### src/rtl/seg_display_ctrl.sv
// 8-digit seven-segment display controller. Latches stored words and shows them in hex or
// in blanked unsigned decimal, using a serial double-dabble converter and a time-multiplexed scan.
module seg_display_ctrl #(
  parameter int SCAN_DIV   = 50_000,
  parameter int NUM_DIGITS = 8
) (
  input  logic        clk,
  input  logic        rstn,
  input  logic        seg_ctrl,
  input  logic [31:0] seg_wdata,
  input  logic        seg_dec,
  output logic        busy,
  output logic [7:0]  seg_an,
  output logic [7:0]  seg_out
);

  localparam int CW = (SCAN_DIV > 1) ? $clog2(SCAN_DIV) : 1;

  if (NUM_DIGITS != 8) begin : g_bad_digits
    $error("seg_display_ctrl supports exactly 8 digits");
  end
  if (SCAN_DIV < 2) begin : g_bad_div
    $error("seg_display_ctrl needs SCAN_DIV >= 2");
  end

  typedef enum logic [1:0] {IDLE, CONV, DONE} state_t;

  state_t        state_q, state_d;
  logic [71:0]   sh_q, sh_d;
  logic [4:0]    bit_q, bit_d;
  logic [63:0]   disp_q, disp_d;
  logic [31:0]   wdata_q;
  logic          dec_q, pend_q;
  logic [CW-1:0] cnt_q, cnt_d;
  logic [2:0]    idx_q, idx_d;
  logic [7:0]    an_q, out_q;

  function automatic logic [7:0] glyph(input logic [3:0] d);
    case (d)
      4'h0: glyph = 8'hC0;  4'h1: glyph = 8'hF9;  4'h2: glyph = 8'hA4;  4'h3: glyph = 8'hB0;
      4'h4: glyph = 8'h99;  4'h5: glyph = 8'h92;  4'h6: glyph = 8'h82;  4'h7: glyph = 8'hF8;
      4'h8: glyph = 8'h80;  4'h9: glyph = 8'h90;  4'hA: glyph = 8'h88;  4'hB: glyph = 8'h83;
      4'hC: glyph = 8'hC6;  4'hD: glyph = 8'hA1;  4'hE: glyph = 8'h86;  default: glyph = 8'h8E;
    endcase
  endfunction

  function automatic logic [63:0] hex_glyphs(input logic [31:0] v);
    logic [63:0] g;
    g = '0;
    for (int i = 0; i < 8; i++) g[8*i +: 8] = glyph(v[4*i +: 4]);
    return g;
  endfunction

  // Upper two BCD digits nonzero means the value does not fit in 8 decimal digits.
  function automatic logic [63:0] dec_glyphs(input logic [39:0] bcd);
    logic [63:0] g;
    logic        lead;
    g    = {8{8'hBF}};
    lead = 1'b1;
    if (bcd[39:32] == 8'd0) begin
      for (int i = 7; i >= 0; i--) begin
        if (bcd[4*i +: 4] != 4'd0 || i == 0) lead = 1'b0;
        g[8*i +: 8] = lead ? 8'hFF : glyph(bcd[4*i +: 4]);
      end
    end
    return g;
  endfunction

  function automatic logic [71:0] dd_step(input logic [71:0] s);
    logic [71:0] t;
    t = s;
    for (int i = 0; i < 10; i++) begin
      if (t[32+4*i +: 4] >= 4'd5) t[32+4*i +: 4] = t[32+4*i +: 4] + 4'd3;
    end
    return {t[70:0], 1'b0};
  endfunction

  always_comb begin
    state_d = state_q;
    sh_d    = sh_q;
    bit_d   = bit_q;
    disp_d  = disp_q;
    if (pend_q && !dec_q) disp_d = hex_glyphs(wdata_q);
    case (state_q)
      CONV: begin
        sh_d  = dd_step(sh_q);
        bit_d = bit_q + 5'd1;
        if (bit_q == 5'd31) state_d = DONE;
      end
      DONE: begin
        if (!seg_ctrl) disp_d = dec_glyphs(sh_q[71:32]);
        state_d = IDLE;
      end
      default: ;
    endcase
    // A new store always wins: decimal restarts, hex aborts any conversion.
    if (seg_ctrl) begin
      if (seg_dec) begin
        state_d = CONV;
        sh_d    = {40'd0, seg_wdata};
        bit_d   = 5'd0;
      end else begin
        state_d = IDLE;
      end
    end
  end

  always_comb begin
    cnt_d = cnt_q + CW'(1);
    idx_d = idx_q;
    if (cnt_q == CW'(SCAN_DIV - 1)) begin
      cnt_d = '0;
      idx_d = idx_q + 3'd1;
    end
  end

  always_ff @(posedge clk or negedge rstn) begin
    if (!rstn) begin
      state_q <= IDLE;
      sh_q    <= '0;
      bit_q   <= '0;
      disp_q  <= {8{8'hC0}};
      wdata_q <= '0;
      dec_q   <= 1'b0;
      pend_q  <= 1'b0;
      cnt_q   <= '0;
      idx_q   <= '0;
      an_q    <= 8'hFF;
      out_q   <= 8'hFF;
    end else begin
      state_q <= state_d;
      sh_q    <= sh_d;
      bit_q   <= bit_d;
      disp_q  <= disp_d;
      pend_q  <= seg_ctrl;
      if (seg_ctrl) begin
        wdata_q <= seg_wdata;
        dec_q   <= seg_dec;
      end
      cnt_q   <= cnt_d;
      idx_q   <= idx_d;
      an_q    <= ~(8'd1 << idx_d);
      out_q   <= disp_q[{idx_d, 3'b000} +: 8];
    end
  end

  assign busy    = (state_q != IDLE);
  assign seg_an  = an_q;
  assign seg_out = out_q;

endmodule

### config.mk
export PLATFORM = sky130hd
export DESIGN_NAME = seg_display_ctrl
export DESIGN_NICKNAME = d
export VERILOG_FILES = /design/src/rtl/seg_display_ctrl.sv
export SDC_FILE = /design/constraint.sdc
export NUM_CORES = 1
export LEC_CHECK = 0
export CAP_MARGIN = 20
export CORE_MARGIN = 4
export CORE_UTILIZATION = 30
export CTS_BUF_LIST = sky130_fd_sc_hd__clkbuf_8
export CTS_CLUSTER_SIZE = 8
export DETAILED_ROUTE_END_ITERATION = 16
export PLACE_DENSITY = 0.53
export SYNTH_ARGS = -nofsm -noshare
export SYNTH_HDL_FRONTEND = slang
export SYNTH_SLANG_ARGS = --single-unit
### constraint.sdc
create_clock -name clk -period 2.65 [get_ports clk]
set_input_delay 0.265 -clock clk [delete_from_list [all_inputs] [get_ports clk]]
set_output_delay 0.265 -clock clk [all_outputs]
set_load 0.01 [all_outputs]
==> key figures <==
Floorplanning
  – Die W: 223 um
  – FP Rows: 78
  – Die area: 49500 um2
  – Initial Util: 0.304
  – Core area: 45500 um2
  – Die height: 223 um
  – Boundary pin count: 53

STA
  – Final Hold Viols: 0
  – RSZ-0062 raised after global routing: false
  – Skew final: 18.8 ps
  – Worst Max-Slew Pin Slew: 717 ps
  – Setup TNS: 0 ps
  – Slew Viols, Final: 0
  – Hold_ws: 288 ps
  – Final setup fails: 0
  – Final WS setup: 69.6 ps
  – Fmax: 388 MHz
  – Slew headroom: 0.520
  – Crit share post-route: 0.974
  – Period minus WS final: 2580 ps

Critical path
  – Critical path class: reg2reg
  – Critical Path AT: 3050 ps
  – Worst reg2reg endpoint: seg_out[2]
  – R2r startpoint: cnt_q[9]
  – Worst reg2reg setup slack: 70 ps
  – Crit start category: flop
  – Delay-heaviest family, CP: simple AND/OR/NAND/NOR gates
  – Slowest cell on crit path: or4bb_4
  – Worst-path fanout max: 15
  – CP peak stage delay: 570 ps
  – Crit end category: flop
  – CP startpoint: cnt_q[9]
  – Critical path required time: 3110 ps
  – Buf+Inv Stages, Crit Path: 1
  – R2R depth: 7
  – CP Cell Sequence: or4bb_4 -> nor4_4 -> buf_12 -> nor2_1 -> mux2_4 -> a222oi_1 -> a22oi_1

Final layout
  – Area of the multi-input gates: 7850 um2
  – Sequential cell area: 5350 um2
  – Final core occ: 0.357
  – Area Growth Syn to Fin: 17.5%
  – Most frequent cells in the layout: nand2_1 (224), dfrtp_1 (180), nor2_1 (135)
  – # nets final: 1761
  – Layout cells sized above 1: 0.139
  – Finished Cell Area: 16200 um2
  – Most common cell after layout, fill and taps aside: nand2_1
  – # fillers: 4675
  – Post-Layout Cell Count: 2254

Placement
  – Cell total after placement: 2175
  – Gpl congestion: 0.852
  – Placed inst area: 15200 um2
  – Port-buffer cells: 52
  – DP Worst Slack: 58.2 ps
  – Hpwl dp: 28.5 mm

Synth
  – Primary FF master, synth: dfrtp_1
  – Seq cells post-synth: 212
  – EDFF count, synth: 0
  – Syn Std Cell Area: 13800 um2
  – Synth Area per Inst: 8.76 um2
  – Sequential cell area fraction in the yosys report: 0.387
  – Syn_nets: 1717
  – Fraction of registers with async set/reset: 1.00
  – Count of unique library cells instantiated by Yosys: 59
  – Synth Instances: 1576
  – Synth warn: 0

Clock network
  – Clk buf depth: 3
  – CTS tree: yes
  – CTS HTree Levels: 2
  – Clock Pin Slew Worst Setup and Hold Paths: 60 ps
  – Post-CTS setup buffers: 0
  – Clk sink count: 212
  – Clock buffer count from CTS: 41
  – CTS root buffer: clkbuf_8
  – Clk_lat worst skew: 560 ps

Global route
  – First-pass GRT wire length: 63.1 mm
  – Vias in the first global route: 11200
  – GRT Resource Usage Total: 0.156
  – Initial antenna violation count: 1
  – Largest net degree at the start of global routing: 67
  – Congestion Overflow GR: 0

Routing
  – Top Layer Used: met4
  – First-pass iteration count of the detailed router: 6
  – WL met1: 19.3 mm
  – Wirelength, routed: 39.7 mm
  – Residual DRC count: 0
  – Vias: 11800
  – Antenna viol nets, final: 0
  – Routed len/inst: 17.6 um
  – Vias/cell: 5.21
  – Initial DRC count: 814
  – Met2 wire length: 17.4 mm
  – Met3 wire length: 2.09 mm

Power and ir drop
  – Clock share of power: 0.295
  – Switch share: 0.376
  – Sequential share of power: 0.363
  – Switching pwr: 4.72 mW
  – Gate power share: 0.342
  – Internal Power: 7.83 mW
  – Total power divided by cell area: 773 nW/um2
  – Leak Pwr: 6.87 nW
  – Worst IR Drop VDD: 0.318 mV
  – Tot Pwr: 12.5 mW

Worst hold path
  – Hold WC Path Type: in2async

Job
  – Max-cap violations: 0

Outcome
  – Status: completed
[worst max path at each step]
stage          cells after the start  slack [ps]    endpoint
5_1_grt                            7         0.8  seg_out[2]
3_3_place_gp                       8         100  disp_q[44]
6_report                           7          70  seg_out[2]
2_1_floorplan                      6         150  seg_out[3]
4_1_cts                            7          30  seg_out[2]
3_5_place_dp                       7          60  seg_out[2]
[registers in the layout, summed over array words and instances, names as in the netlist]
name,count
wdata_q,32
disp_q,64
idx_q,3
sh_q,72
cnt_q,16
pend_q,1
seg_out,8
seg_an,8
state_q,2
bit_q,5
dec_q,1
[synthesized netlist by cell type (3+ instances only)]
master / n / area (um2)
a211oi_1: 46 / 345
a21o_1: 13 / 97.6
a21oi_1: 133 / 666
a221o_1: 6 / 60.1
a221oi_1: 6 / 52.6
a222oi_1: 7 / 70.1
a22oi_1: 20 / 150
a311oi_1: 4 / 35.0
a31oi_1: 50 / 313
a32oi_1: 10 / 87.6
and2_1: 3 / 18.8
and3_1: 4 / 25.0
buf_1: 9 / 33.8
clkbuf_1: 106 / 398
dfrtp_1: 180 / 4500
dfstp_2: 32 / 841
ha_1: 105 / 1310
inv_1: 56 / 210
mux2_2: 30 / 338
mux2i_1: 44 / 440
mux4_2: 12 / 270
nand2_1: 226 / 848
nand2b_1: 43 / 269
nand3_1: 15 / 75.1
nand3b_1: 11 / 82.6
nand4_1: 4 / 25.0
nor2_1: 136 / 510
nor2b_1: 15 / 93.8
nor3_1: 19 / 95.1
nor3b_1: 10 / 75.1
o211ai_1: 32 / 240
o21ai_0: 104 / 521
o21ai_1: 4 / 20.0
o22ai_1: 3 / 18.8
o311ai_0: 7 / 61.3
o31ai_1: 4 / 30.0
or3_1: 10 / 62.6
xnor2_1: 15 / 131
xor2_1: 15 / 131
[metal layers]
layer  vias to the layer above  track usage
met5                         -            0
met4                         0       0.0455
met3                        54       0.0267
met2                       275        0.234
met1                      5737        0.230
li1                       5686            -
[area by class of cell]
| class | count | area share |
|---|---|---|
| Clock inverter | 17 | 0.00833 |
| Antenna cell | 1 | 0.000154 |
| Timing Repair Buffer | 118 | 0.0686 |
| Tap cell | 600 | 0.0463 |
| Multi-Input combinational cell | 1190 | 0.484 |
| Clock buffer | 59 | 0.0500 |
| Inverter | 57 | 0.0132 |
| Sequential cell | 212 | 0.329 |
[cells by family (layout without fill, tap and decap cells)]
kind of cell	Yosys count	count (layout)	synth area share
and+or+nand+nor	509	509	0.167
AOI/OAI and AO/OA	459	459	0.207
DFF	212	212	0.387
buffers and inverters	174	251	0.0475
adders and majority gates	105	105	0.0952
muxes	87	87	0.0768
xor gates and xnor gates	30	30	0.0190
other	0	1	0
[power by group through the flow]
stage                     combinational (mW)  sequential, mW  clock [mW]
after global placement                  4.21            4.58           0
after detailed placement                4.26            4.59           0
after global routing                    4.82            4.63        3.97
after CTS                               4.29            4.54        3.83
after floorplan                         3.18            4.22           0
final                                   4.29            4.55        3.71
[timing repair]
action	in CTS	in global routing
hold buffers	2	0
endpoints found under the setup margin	0	13
hold endpoints to repair	53	0
gates resized for setup	0	7
[worst register-to-register path, stage by stage, from the launching register on]
cell and delay [ps]:
dfrtp_1 390, or4bb_4 570, nor4_4 380, buf_12 200, nor2_1 80, mux2_4 330, a222oi_1 390, a22oi_1 150
No activity file was read; power rests on OpenSTA's default activity.
